`src/rtl/mul_st_pkg.sv`:
```
// mul_st_pkg: shared types and constants for the multiplier self-test.
// Holds the FSM states, directed vector table and LFSR polynomial.
package mul_st_pkg;

   typedef enum logic [2:0] {
      ST_IDLE,
      ST_DIR,
      ST_RAND,
      ST_DRAIN,
      ST_DONE
   } st_e;

   localparam int NDIR  = 10;
   localparam int CNT_W = 16;

   // Galois taps for x^32+x^22+x^2+x+1, right-shifting form
   localparam logic [31:0] LFSR_POLY = 32'h8020_0003;

   localparam logic [0:NDIR-1][31:0] DIR_A = {
      32'd11451, 32'd32000, 32'd0,    32'd1664,
      32'd211,   32'd10086, 32'd520,  32'd911,
      32'd231,   32'd8496
   };

   localparam logic [0:NDIR-1][31:0] DIR_B = {
      32'd250,   32'd11,    32'd850,  32'd2615,
      32'd985,   32'd12306, 32'd1314, 32'd110,
      32'd465,   32'd23512
   };

   function automatic logic [CNT_W-1:0] sat_inc(
      input logic [CNT_W-1:0] v
   );
      return (&v) ? v : v + 1'b1;
   endfunction

endpackage

```
`src/rtl/mul_selftest_gen_if.sv`:
```
// mul_selftest_gen_if: operand/product bus between generator and multiplier.
// master = generator side, slave = multiplier under test.
interface mul_selftest_gen_if #(
   parameter int W = 16
);
   logic [W-1:0]   op_a;
   logic [W-1:0]   op_b;
   logic           op_valid;
   logic [2*W-1:0] dut_q;

   modport master (
      output op_a,
      output op_b,
      output op_valid,
      input  dut_q
   );

   modport slave (
      input  op_a,
      input  op_b,
      input  op_valid,
      output dut_q
   );
endinterface

```
`src/rtl/mul_st_lfsr32.sv`:
```
// mul_st_lfsr32: 32-bit Galois LFSR with seed reload and step enable.
module mul_st_lfsr32
   import mul_st_pkg::*;
#(
   parameter logic [31:0] SEED = 32'h0000_0001
) (
   input  logic        clk,
   input  logic        rst_n,
   input  logic        load,
   input  logic        step,
   output logic [31:0] state
);

   logic [31:0] state_q;
   logic [31:0] state_d;

   always_comb begin
      state_d = state_q;
      if (load) begin
         state_d = SEED;
      end else if (step) begin
         state_d = (state_q >> 1)
                 ^ (state_q[0] ? LFSR_POLY : 32'h0);
      end
   end

   always_ff @(posedge clk or negedge rst_n) begin
      if (!rst_n) begin
         state_q <= SEED;
      end else begin
         state_q <= state_d;
      end
   end

   assign state = state_q;

endmodule

```
`src/rtl/mul_selftest_gen.sv`:
```
// mul_selftest_gen: directed + LFSR vector generator and product checker.
// Define MUL_ST_ERR_CAPTURE_EN to expose the first mismatching vector.
module mul_selftest_gen
   import mul_st_pkg::*;
#(
   parameter int          W       = 16,
   parameter int          NRAND   = 64,
   parameter int          DUT_LAT = 0,
   parameter logic [31:0] SEED_A  = 32'hACE1_1234,
   parameter logic [31:0] SEED_B  = 32'h1357_9BDF
) (
   input  logic               sys_clk,
   input  logic               rst_n,
   input  logic               start,
   mul_selftest_gen_if.master bus,
   output logic               busy,
   output logic               done,
   output logic               pass,
   output logic [CNT_W-1:0]   err_cnt,
   output logic [CNT_W-1:0]   vec_cnt
`ifdef MUL_ST_ERR_CAPTURE_EN
   ,
   output logic [W-1:0]       err_a,
   output logic [W-1:0]       err_b,
   output logic [2*W-1:0]     err_q
`endif
);

   localparam st_e AFTER_RAND =
      (DUT_LAT > 0) ? ST_DRAIN : ST_DONE;
   localparam st_e AFTER_DIR =
      (NRAND > 0) ? ST_RAND : AFTER_RAND;

`ifdef MUL_ST_ERR_CAPTURE_EN
   localparam int DW = 4 * W;
`else
   localparam int DW = 2 * W;
`endif

   st_e              state_q;
   logic [31:0]      idx_q;
   logic [W-1:0]     op_a_q;
   logic [W-1:0]     op_b_q;
   logic             op_v_q;
   logic             busy_q;
   logic             done_q;
   logic             pass_q;
   logic [CNT_W-1:0] err_cnt_q;
   logic [CNT_W-1:0] err_cnt_d;
   logic [CNT_W-1:0] vec_cnt_q;
   logic [CNT_W-1:0] vec_cnt_d;

   logic             run_clr;
   logic [31:0]      lfsr_a;
   logic [31:0]      lfsr_b;
   logic [31:0]      dir_a;
   logic [31:0]      dir_b;
   logic [2*W-1:0]   exp_now;
   logic [DW-1:0]    d_now;
   logic [DW-1:0]    dly_d;
   logic             dly_v;
   logic             mism;
   logic             unused_bits;

   assign run_clr = start
                  & ((state_q == ST_IDLE)
                  |  (state_q == ST_DONE));

   mul_st_lfsr32 #(.SEED(SEED_A)) u_lfsr_a (
      .clk   (sys_clk),
      .rst_n (rst_n),
      .load  (run_clr),
      .step  (state_q == ST_RAND),
      .state (lfsr_a)
   );

   mul_st_lfsr32 #(.SEED(SEED_B)) u_lfsr_b (
      .clk   (sys_clk),
      .rst_n (rst_n),
      .load  (run_clr),
      .step  (state_q == ST_RAND),
      .state (lfsr_b)
   );

   assign dir_a = DIR_A[idx_q[3:0]];
   assign dir_b = DIR_B[idx_q[3:0]];
   assign unused_bits = ^{lfsr_a, lfsr_b, dir_a, dir_b};

   always_ff @(posedge sys_clk or negedge rst_n) begin
      if (!rst_n) begin
         state_q <= ST_IDLE;
         idx_q   <= '0;
         op_a_q  <= '0;
         op_b_q  <= '0;
         op_v_q  <= 1'b0;
         busy_q  <= 1'b0;
         done_q  <= 1'b0;
         pass_q  <= 1'b0;
      end else begin
         op_a_q <= '0;
         op_b_q <= '0;
         op_v_q <= 1'b0;
         unique case (state_q)
            ST_IDLE, ST_DONE: begin
               if (start) begin
                  state_q <= ST_DIR;
                  idx_q   <= '0;
                  busy_q  <= 1'b1;
                  done_q  <= 1'b0;
                  pass_q  <= 1'b0;
               end else if (state_q == ST_DONE) begin
                  // err_cnt_d already holds the final compare
                  busy_q <= 1'b0;
                  done_q <= 1'b1;
                  pass_q <= (err_cnt_d == '0);
               end
            end
            ST_DIR: begin
               op_a_q <= dir_a[W-1:0];
               op_b_q <= dir_b[W-1:0];
               op_v_q <= 1'b1;
               idx_q  <= idx_q + 32'd1;
               if (idx_q == 32'(NDIR - 1)) begin
                  idx_q   <= '0;
                  state_q <= AFTER_DIR;
               end
            end
            ST_RAND: begin
               op_a_q <= lfsr_a[W-1:0];
               op_b_q <= lfsr_b[W-1:0];
               op_v_q <= 1'b1;
               idx_q  <= idx_q + 32'd1;
               if (idx_q == 32'(NRAND - 1)) begin
                  idx_q   <= '0;
                  state_q <= AFTER_RAND;
               end
            end
            ST_DRAIN: begin
               idx_q <= idx_q + 32'd1;
               if (idx_q == 32'(DUT_LAT - 1)) begin
                  idx_q   <= '0;
                  state_q <= ST_DONE;
               end
            end
            default: state_q <= ST_IDLE;
         endcase
      end
   end

   assign exp_now = {{W{1'b0}}, op_a_q}
                  * {{W{1'b0}}, op_b_q};

`ifdef MUL_ST_ERR_CAPTURE_EN
   assign d_now = {op_a_q, op_b_q, exp_now};
`else
   assign d_now = exp_now;
`endif

   if (DUT_LAT == 0) begin : g_nodly
      assign dly_v = op_v_q;
      assign dly_d = d_now;
   end else begin : g_dly
      logic [DUT_LAT-1:0] v_sr;
      logic [DW-1:0]      d_sr [DUT_LAT];

      always_ff @(posedge sys_clk or negedge rst_n) begin
         if (!rst_n) begin
            v_sr <= '0;
            for (int i = 0; i < DUT_LAT; i++) begin
               d_sr[i] <= '0;
            end
         end else begin
            v_sr[0] <= op_v_q;
            d_sr[0] <= d_now;
            for (int i = 1; i < DUT_LAT; i++) begin
               v_sr[i] <= v_sr[i-1];
               d_sr[i] <= d_sr[i-1];
            end
         end
      end

      assign dly_v = v_sr[DUT_LAT-1];
      assign dly_d = d_sr[DUT_LAT-1];
   end

   assign mism = dly_v & (bus.dut_q != dly_d[2*W-1:0]);

   always_comb begin
      err_cnt_d = err_cnt_q;
      vec_cnt_d = vec_cnt_q;
      if (run_clr) begin
         err_cnt_d = '0;
         vec_cnt_d = '0;
      end else if (dly_v) begin
         vec_cnt_d = sat_inc(vec_cnt_q);
         if (mism) begin
            err_cnt_d = sat_inc(err_cnt_q);
         end
      end
   end

   always_ff @(posedge sys_clk or negedge rst_n) begin
      if (!rst_n) begin
         err_cnt_q <= '0;
         vec_cnt_q <= '0;
      end else begin
         err_cnt_q <= err_cnt_d;
         vec_cnt_q <= vec_cnt_d;
      end
   end

`ifdef MUL_ST_ERR_CAPTURE_EN
   logic [W-1:0]   ea_q;
   logic [W-1:0]   eb_q;
   logic [2*W-1:0] eq_q;

   always_ff @(posedge sys_clk or negedge rst_n) begin
      if (!rst_n) begin
         ea_q <= '0;
         eb_q <= '0;
         eq_q <= '0;
      end else if (run_clr) begin
         ea_q <= '0;
         eb_q <= '0;
         eq_q <= '0;
      end else if (mism && err_cnt_q == '0) begin
         ea_q <= dly_d[4*W-1:3*W];
         eb_q <= dly_d[3*W-1:2*W];
         eq_q <= bus.dut_q;
      end
   end

   assign err_a = ea_q;
   assign err_b = eb_q;
   assign err_q = eq_q;
`endif

   assign bus.op_a     = op_a_q;
   assign bus.op_b     = op_b_q;
   assign bus.op_valid = op_v_q;
   assign busy         = busy_q;
   assign done         = done_q;
   assign pass         = pass_q;
   assign err_cnt      = err_cnt_q;
   assign vec_cnt      = vec_cnt_q;

endmodule
```
`src/flat_wrapper.sv`:
```
// flat-port wrapper written by rule: the top's interface ports become plain ports
module mul_selftest_gen_flat import mul_st_pkg::*;
#(
   parameter int          W       = 16,
   parameter int          NRAND   = 64,
   parameter int          DUT_LAT = 0,
   parameter logic [31:0] SEED_A  = 32'hACE1_1234,
   parameter logic [31:0] SEED_B  = 32'h1357_9BDF
)
  (sys_clk, rst_n, start, busy, done, pass, err_cnt, vec_cnt, bus_op_a, bus_op_b, bus_op_valid, bus_dut_q);
  mul_selftest_gen_if #(.W(W)) bus_i ();
  input  logic sys_clk;
  input  logic rst_n;
  input  logic start;
  output logic busy;
  output logic done;
  output logic pass;
  output logic [CNT_W-1:0] err_cnt;
  output logic [CNT_W-1:0] vec_cnt;
  output wire logic [$bits(bus_i.op_a)-1:0] bus_op_a;
  output wire logic [$bits(bus_i.op_b)-1:0] bus_op_b;
  output wire logic [$bits(bus_i.op_valid)-1:0] bus_op_valid;
  input wire logic [$bits(bus_i.dut_q)-1:0] bus_dut_q;
  assign bus_op_a = bus_i.op_a;
  assign bus_op_b = bus_i.op_b;
  assign bus_op_valid = bus_i.op_valid;
  assign bus_i.dut_q = bus_dut_q;
  mul_selftest_gen #(.W(W), .NRAND(NRAND), .DUT_LAT(DUT_LAT), .SEED_A(SEED_A), .SEED_B(SEED_B)) u_core (.sys_clk(sys_clk), .rst_n(rst_n), .start(start), .bus(bus_i), .busy(busy), .done(done), .pass(pass), .err_cnt(err_cnt), .vec_cnt(vec_cnt));
endmodule
```
`config.mk`:
```
export PLATFORM = sky130hd
export DESIGN_NAME = mul_selftest_gen_flat
export DESIGN_NICKNAME = d
export VERILOG_FILES = /design/src/rtl/mul_st_pkg.sv /design/src/rtl/mul_selftest_gen_if.sv /design/src/rtl/mul_st_lfsr32.sv /design/src/rtl/mul_selftest_gen.sv /design/src/flat_wrapper.sv
export SDC_FILE = /design/constraint.sdc
export NUM_CORES = 1
export LEC_CHECK = 0
export CORE_MARGIN = 5
export CORE_UTILIZATION = 29
export DETAILED_ROUTE_END_ITERATION = 7
export PLACE_DENSITY = 0.55
export RECOVER_POWER = 50
export REMOVE_ABC_BUFFERS = 1
export SLEW_MARGIN = 5
export SYNTH_ARGS = -nofsm -noshare
export SYNTH_HDL_FRONTEND = slang
export SYNTH_SLANG_ARGS = --single-unit
```
`constraint.sdc`:
```
create_clock -name sys_clk -period 11 [get_ports sys_clk]
set_input_delay 1.1 -clock sys_clk [delete_from_list [all_inputs] [get_ports sys_clk]]
set_output_delay 1.1 -clock sys_clk [all_outputs]
set_load 0.05 [all_outputs]
```
### Word level (Yosys, flattened, before mapping)

Memories as Yosys holds them, arrays and structs flattened.
Cells that the tools add are included.

* logic and storage cells: 88
* output and inout port bits: 68
* latch bits: 0
* flip-flop bits (word level): 167
* bits in read-only memories: 1024
* memories kept: 2
* memory bits (writable): 0

* $add $sub $neg: 3
* reductions and logical operators: 14
* divide/modulo/power cells: 0
* multiplexer cells: 36
* bitwise logic cells: 6
* $lt $le $gt $ge: 1
* $mul: 1
* equal/unequal tests: 13
* shift-type cells: 0

Memories
* (name not given): depth 16, bits a word 32, read ports 1, clocked after Yosys merged registers in 0, wr ports 0, line mul_selftest_gen.sv:86 `assign dir_b = DIR_B[idx_q[3:0]];`
* (name not given): depth 16, bits a word 32, read ports 1, clocked after Yosys merged registers in 0, wr ports 0, line mul_selftest_gen.sv:85 `assign dir_a = DIR_A[idx_q[3:0]];`

Operators by type and width (number)
* 32-bit 2-to-1 mux: 10
* 16-bit 2-to-1 mux: 11
* 32-bit one-hot mux with 4 select lines: 1
* 16-bit one-hot mux with 2 select lines: 2
* 31-bit by 32-bit XOR with 32-bit output: 2
* 16-bit by 1-bit adder with 16-bit output (second input constant): 2
* 32-bit by 1-bit adder with 32-bit output (second input constant): 1
* 32-bit equality test (second input constant): 1
* 32-bit by 4-bit equality test with 1-bit output (second input constant): 1
* 32-bit by 6-bit equality test with 1-bit output (second input constant): 1
* 16-bit by 16-bit multiplier with 32-bit output: 1
* 32-bit inequality test: 1
* 16-bit AND reduction: 2
* 16-bit zero test: 1
* 3-bit 2-to-1 mux: 4
* 3-bit one-hot mux with 4 select lines: 1
* 2-bit by 1-bit inequality test with 1-bit output (second input constant): 4
* 1-bit 2-to-1 mux: 7
* 3-bit by 2-bit equality test with 1-bit output (second input constant): 2
* 2-bit AND reduction: 3
* 2-bit nonzero test: 3
* 5-bit greater-or-equal comparator (second input constant): 1
* 4-bit inverter with 5-bit output: 1
* 4-bit AND reduction: 1
* other kinds (8): 10

### Depth between registers and ports, before layout

* depth after elaboration: 9
* mapped depth: 29

### Cells and area by module

Synthesis repeated with hierarchy kept, for this count alone.

* cells, all modules: 1839
* area total of the unflattened synthesis: 16937.5 um2

By module, submodules not included
* mul_selftest_gen: cells an instance 1625, seq. area each 2577.5 um2, instances 1, area each 14199.9 um2
* mul_st_lfsr32 at u_core.u_lfsr_a: cells an instance 107, seq. area each 817.0 um2, instances 1, area each 1373.8 um2
* mul_st_lfsr32 at u_core.u_lfsr_b: cells an instance 107, seq. area each 825.8 um2, instances 1, area each 1363.8 um2

### Worst setup path after synthesis

Ideal clock, no wire load.

* path type: register to register
* start point: register u_core.op_a_q[6] (netlist: u_core.bus.op_a[6])
* end point: register u_core.pass_q (netlist: u_core.pass)
* slack: 3909 ps
* arrival time: 6999 ps
* clock period less this slack: 7091 ps
* data required time: 10908 ps
* cell stages (with the launch flop): 24
* path through: dfrtp_1 clkbuf_1 clkbuf_1 nand2_1 fa_1 fa_1 fa_1 fa_1 fa_1 fa_1 inv_1 ha_1 a21oi_1 o21ai_0 o2bb2ai_1 or4_1 nor4_2 and4_1 and4_4 a21oi_2 a311o_1 a221oi_2 nand4bb_1 o31ai_2

* cells in the longest elaborated chain, start to end: 9

Ends and longest elaborated chain
* from (decl): line mul_selftest_gen.sv:42 `logic [W-1:0] op_a_q;`
* from (signal assigned): line mul_selftest_gen.sv:119 `op_a_q <= dir_a[W-1:0];`
* from (signal assigned): line mul_selftest_gen.sv:129 `op_a_q <= lfsr_a[W-1:0];`
* 16-bit by 16-bit multiplier with 32-bit output: line mul_selftest_gen.sv:151 `* {{W{1'b0}}, op_b_q};`
* 32-bit inequality test: line mul_selftest_gen.sv:186 `assign mism = dly_v & (bus.dut_q != dly_d[2*W-1:0]);`
* 1-bit AND: line mul_selftest_gen.sv:186
* 16-bit 2-to-1 mux: line mul_selftest_gen.sv:196 `if (mism) begin`
* 16-bit 2-to-1 mux: line mul_selftest_gen.sv:194 `end else if (dly_v) begin`
* 16-bit 2-to-1 mux: line mul_selftest_gen.sv:191 `if (run_clr) begin`
* 16-bit zero test: line mul_selftest_gen.sv:115 `pass_q <= (err_cnt_d == '0);`
* 1-bit 2-to-1 mux: line mul_selftest_gen.sv:111 `end else if (state_q == ST_DONE) begin`
* 1-bit 2-to-1 mux: line mul_selftest_gen.sv:105 `if (start) begin`
* to (signal assigned): line mul_selftest_gen.sv:115
* to (decl): line mul_selftest_gen.sv:47 `logic pass_q;`

No other way between the ends. The select of a mux whose other input is x is not followed.
A chain may end at the register's enable or synchronous reset.

### Final worst setup path

* start point: register u_core.op_b_q[1] (netlist: u_core.bus.op_b[1])
* end point: register u_core.pass_q (netlist: u_core.pass)

* cells in the longest elaborated chain, start to end: 9

Ends and longest elaborated chain
* from (decl): line mul_selftest_gen.sv:43 `logic [W-1:0] op_b_q;`
* from (signal assigned): line mul_selftest_gen.sv:120 `op_b_q <= dir_b[W-1:0];`
* from (signal assigned): line mul_selftest_gen.sv:130 `op_b_q <= lfsr_b[W-1:0];`
* 16-bit by 16-bit multiplier with 32-bit output: line mul_selftest_gen.sv:151
* 32-bit inequality test: line mul_selftest_gen.sv:186
* 1-bit AND: line mul_selftest_gen.sv:186
* 16-bit 2-to-1 mux: line mul_selftest_gen.sv:196
* 16-bit 2-to-1 mux: line mul_selftest_gen.sv:194
* 16-bit 2-to-1 mux: line mul_selftest_gen.sv:191
* via u_core.err_cnt_d[5]: line mul_selftest_gen.sv:49 `logic [CNT_W-1:0] err_cnt_d;`
* 16-bit zero test: line mul_selftest_gen.sv:115
* 1-bit 2-to-1 mux: line mul_selftest_gen.sv:111
* 1-bit 2-to-1 mux: line mul_selftest_gen.sv:105

The timed path passes the listed nets, and every way through them passes these cells. The select of a mux whose other input is x is not followed.

==> results.sh <==
export IMPL_synth_cell_types=81
export IMPL_grt_pass1_wl_um=79470
export IMPL_clockBufferDepth=2
export IMPL_grt_pass1_vias=14228
export IMPL_met2_usage=0.2635
export IMPL_crit_arrival_ns=8.49
export IMPL_routed_wirelength_um=48630
export IMPL_clock_skew_ns=0.01482
export IMPL_comb_power_share=0.598
export IMPL_clk_transition_reported_paths_ns=0.07
export IMPL_setup_slack_ns=2.848
export IMPL_synthArstFlopShare=1.000
export IMPL_synth_avg_cell_area_um2=9.110
export IMPL_max_freq_mhz=122.7
export IMPL_violations="max-capacitance violations, max-slew violations"
export IMPL_num_io_pins=103
export IMPL_crit_path_start_kind="register"
export IMPL_mostFrequentLayoutCell="nand2_1"
export IMPL_drive_gt1_frac=0.04737
export IMPL_slew_headroom=-3.091
export IMPL_synth_area_um2=16610
export IMPL_syn_to_final_growth_pct=13.23
export IMPL_grtUsageTotal=0.1568
export IMPL_antenna_found_initial=2
export IMPL_cts_resized=0
export IMPL_yosysTopAreaCell="fa_1"
export IMPL_synth_cells=1823
export IMPL_synthTopCellsByArea="fa_1, dfrtp_1, ha_1"
export IMPL_yosysTopAreaCellShare=0.2338
export IMPL_cp_required_ns=11.34
export IMPL_rsz0062_at_grt="false"
export IMPL_finalMaxSlewViolations=322
export IMPL_cts_tree="yes"
export IMPL_use_met1=0.2122
export IMPL_yosysSeqAreaShare=0.2541
export IMPL_hold_buffers=0
export IMPL_hold_path_class="register to register"
export IMPL_drc=0
export IMPL_seqPwrFrac=0.271
export IMPL_synth_seq_cells=167
export IMPL_initial_utilization=0.2934
export IMPL_postRouteAntennaNets=0
export IMPL_die_height_um=249.3
export IMPL_post_place_ws_ns=3.027
export IMPL_vias_per_cell=5.059
export IMPL_grt_max_degree=112
export IMPL_cts_root_buf="clkbuf_16"
export IMPL_numCtsBuffers=17
export IMPL_dr_pass1_iters=7
export IMPL_final_period_utilization=0.7411
export IMPL_vias=13340
export IMPL_yosysWarnings=0
export IMPL_nNetsFinal=2209
export IMPL_worst_pin_slew_ns=6.136
export IMPL_cts_sink_count=167
export IMPL_overflow=0
export IMPL_ys_flop_type="dfrtp_1"
export IMPL_p_int_mw=2.106
export IMPL_setup_viol=0
export IMPL_power_density_nw_per_um2=236.2
export IMPL_pwr_share_clk=0.131
export IMPL_die_x_um=249.3
export IMPL_period_minus_slack_ns=8.152
export IMPL_final_cell_mix="nand2_1, inv_1, fa_1"
export IMPL_vdd_ir_drop_worst_v=0.0001440
export IMPL_status="finished, violations left"
export IMPL_path_class="register to register"
export IMPL_cp_max_fo=17
export IMPL_use_met3=0.03216
export IMPL_swShare=0.5259
export IMPL_grt_busiest_layer="met2"
export IMPL_post_cts_setup_buffers=0
export IMPL_p_switching_mw=2.336
export IMPL_place_congestion=0.9281
export IMPL_hpwl_um=37020
export IMPL_first_iter_violations=889
export IMPL_port_buffers=102
export IMPL_coreArea_um2=56600
export IMPL_endpoint_kind="register"
export IMPL_rows=87
export IMPL_cts_max_level=4
export IMPL_synth_edf_count=0
export IMPL_clock_latency_ns=0.44
export IMPL_maxCapViolations=5
export IMPL_r2r_setup_slack_ns=2.85
export IMPL_drt_wirelength_per_cell_um=18.44
export IMPL_tns_ns=0
export IMPL_fillers=5949
export IMPL_fp_dieArea_um2=62160
export IMPL_fin_util=0.3322
export IMPL_whs_ns=0.4838
export IMPL_finalHoldViolations=0
export IMPL_p_leak_nw=7.871
[synthesized netlist by cell type (26+ instances only)]
library cell / instances
dfrtp_1: 134
nand4_1: 26
nand2_1: 320
clkbuf_1: 63
nor2_1: 95
o21ai_0: 76
a21oi_1: 86
fa_1: 194
nand3_1: 29
xnor2_1: 48
and2_1: 111
inv_1: 199
xor2_1: 39
ha_1: 114
dfstp_2: 33
[sequential cells by signal (all words and copies together), names as in the netlist]
| signal | count |
|---|---|
| u_core.bus.op_valid | 1 |
| u_core.bus.op_a | 16 |
| u_core.vec_cnt | 16 |
| u_core.u_lfsr_a.state | 32 |
| u_core.err_cnt | 16 |
| u_core.busy | 1 |
| u_core.done | 1 |
| u_core.bus.op_b | 16 |
| u_core.idx_q | 32 |
| u_core.state_q | 3 |
| u_core.u_lfsr_b.state | 32 |
| u_core.pass | 1 |
[per-stage QoR]
stage,cells,area [µm²],total power [mW]
after floorplan,1740,16240,2.914
after global placement,2603,18250,3.833
after detailed placement,2603,18250,3.853
after CTS,2635,18820,4.461
after global routing,2637,18810,4.842
final,2637,18810,4.442
[kinds of logic after synthesis]
logic type	share of synthesized area
AND/OR/NAND/NOR	0.1909
multiplexers	0.007383
flip-flops	0.2541
AO/OA/AOI/OAI	0.1141
buffers and inverters	0.06697
adder cells (fa/ha/maj)	0.3197
XOR/XNOR	0.04686
[power groups by stage]
stage,clock (mW),sequential [mW],combinational [mW]
6_report,0.581,1.20,2.66
5_1_grt,0.622,1.24,2.98
4_1_cts,0.598,1.19,2.67
3_5_place_dp,0,1.20,2.65
3_3_place_gp,0,1.20,2.63
2_1_floorplan,0,1.23,1.69
[final timing paths]
check                                                      from                                    to  cells past startpoint
setup / recovery                   u_core.bus.op_b[1]$_DFF_PN0_               u_core.pass$_DFFE_PN0P_                     22
min in group asynchronous                                 rst_n         u_core.vec_cnt[1]$_DFFE_PN0P_                      1
hold reg to reg            u_core.u_lfsr_a.state[7]$_DFFE_PN0P_  u_core.u_lfsr_a.state[7]$_DFFE_PN0P_                      2
max in group asynchronous                                 rst_n          u_core.bus.op_b[0]$_DFF_PN0_                      2
hold / removal             u_core.u_lfsr_a.state[7]$_DFFE_PN0P_  u_core.u_lfsr_a.state[7]$_DFFE_PN0P_                      2
setup reg to reg                   u_core.bus.op_b[1]$_DFF_PN0_               u_core.pass$_DFFE_PN0P_                     22
[worst max-delay path: stages (launching register included)]
cell and delay, ns:
dfrtp_1 0.84, nand2_1 0.18, fa_1 0.55, fa_1 0.55, inv_1 0.05, fa_1 0.51, inv_1 0.06, fa_1 0.45
fa_1 0.43, fa_1 0.52, inv_1 0.04, ha_1 0.38, a21oi_1 0.44, o21ai_0 0.28, a221oi_1 0.40, nor2_1 0.07
nor4_1 0.68, nand4_1 0.39, o21ai_2 0.40, nor2_2 0.16, a31o_1 0.25, nand4bb_1 0.22, o31ai_2 0.19
[layout make-up]
cell class	instances	area (µm²)	share of cell area
clock inverters	13	127.6	0.006786
diodes	2	5.005	0.0002661
multi-input cells	1374	11280	0.5998
well taps	756	945.9	0.05030
inverters	199	747.0	0.03972
flip-flops and latches	167	4220	0.2244
repair buffers	107	1037	0.05516
clock buffers	19	442.9	0.02355
[metal layers]
| metal | share of wire | vias up |
|---|---|---|
| met5 | 0 | - |
| met4 | 0.015 | 0 |
| met3 | 0.064 | 47 |
| met2 | 0.48 | 393 |
| met1 | 0.44 | 6853 |
| li1 | - | 6047 |
Note: power is estimated with default switching activity, not from simulation.
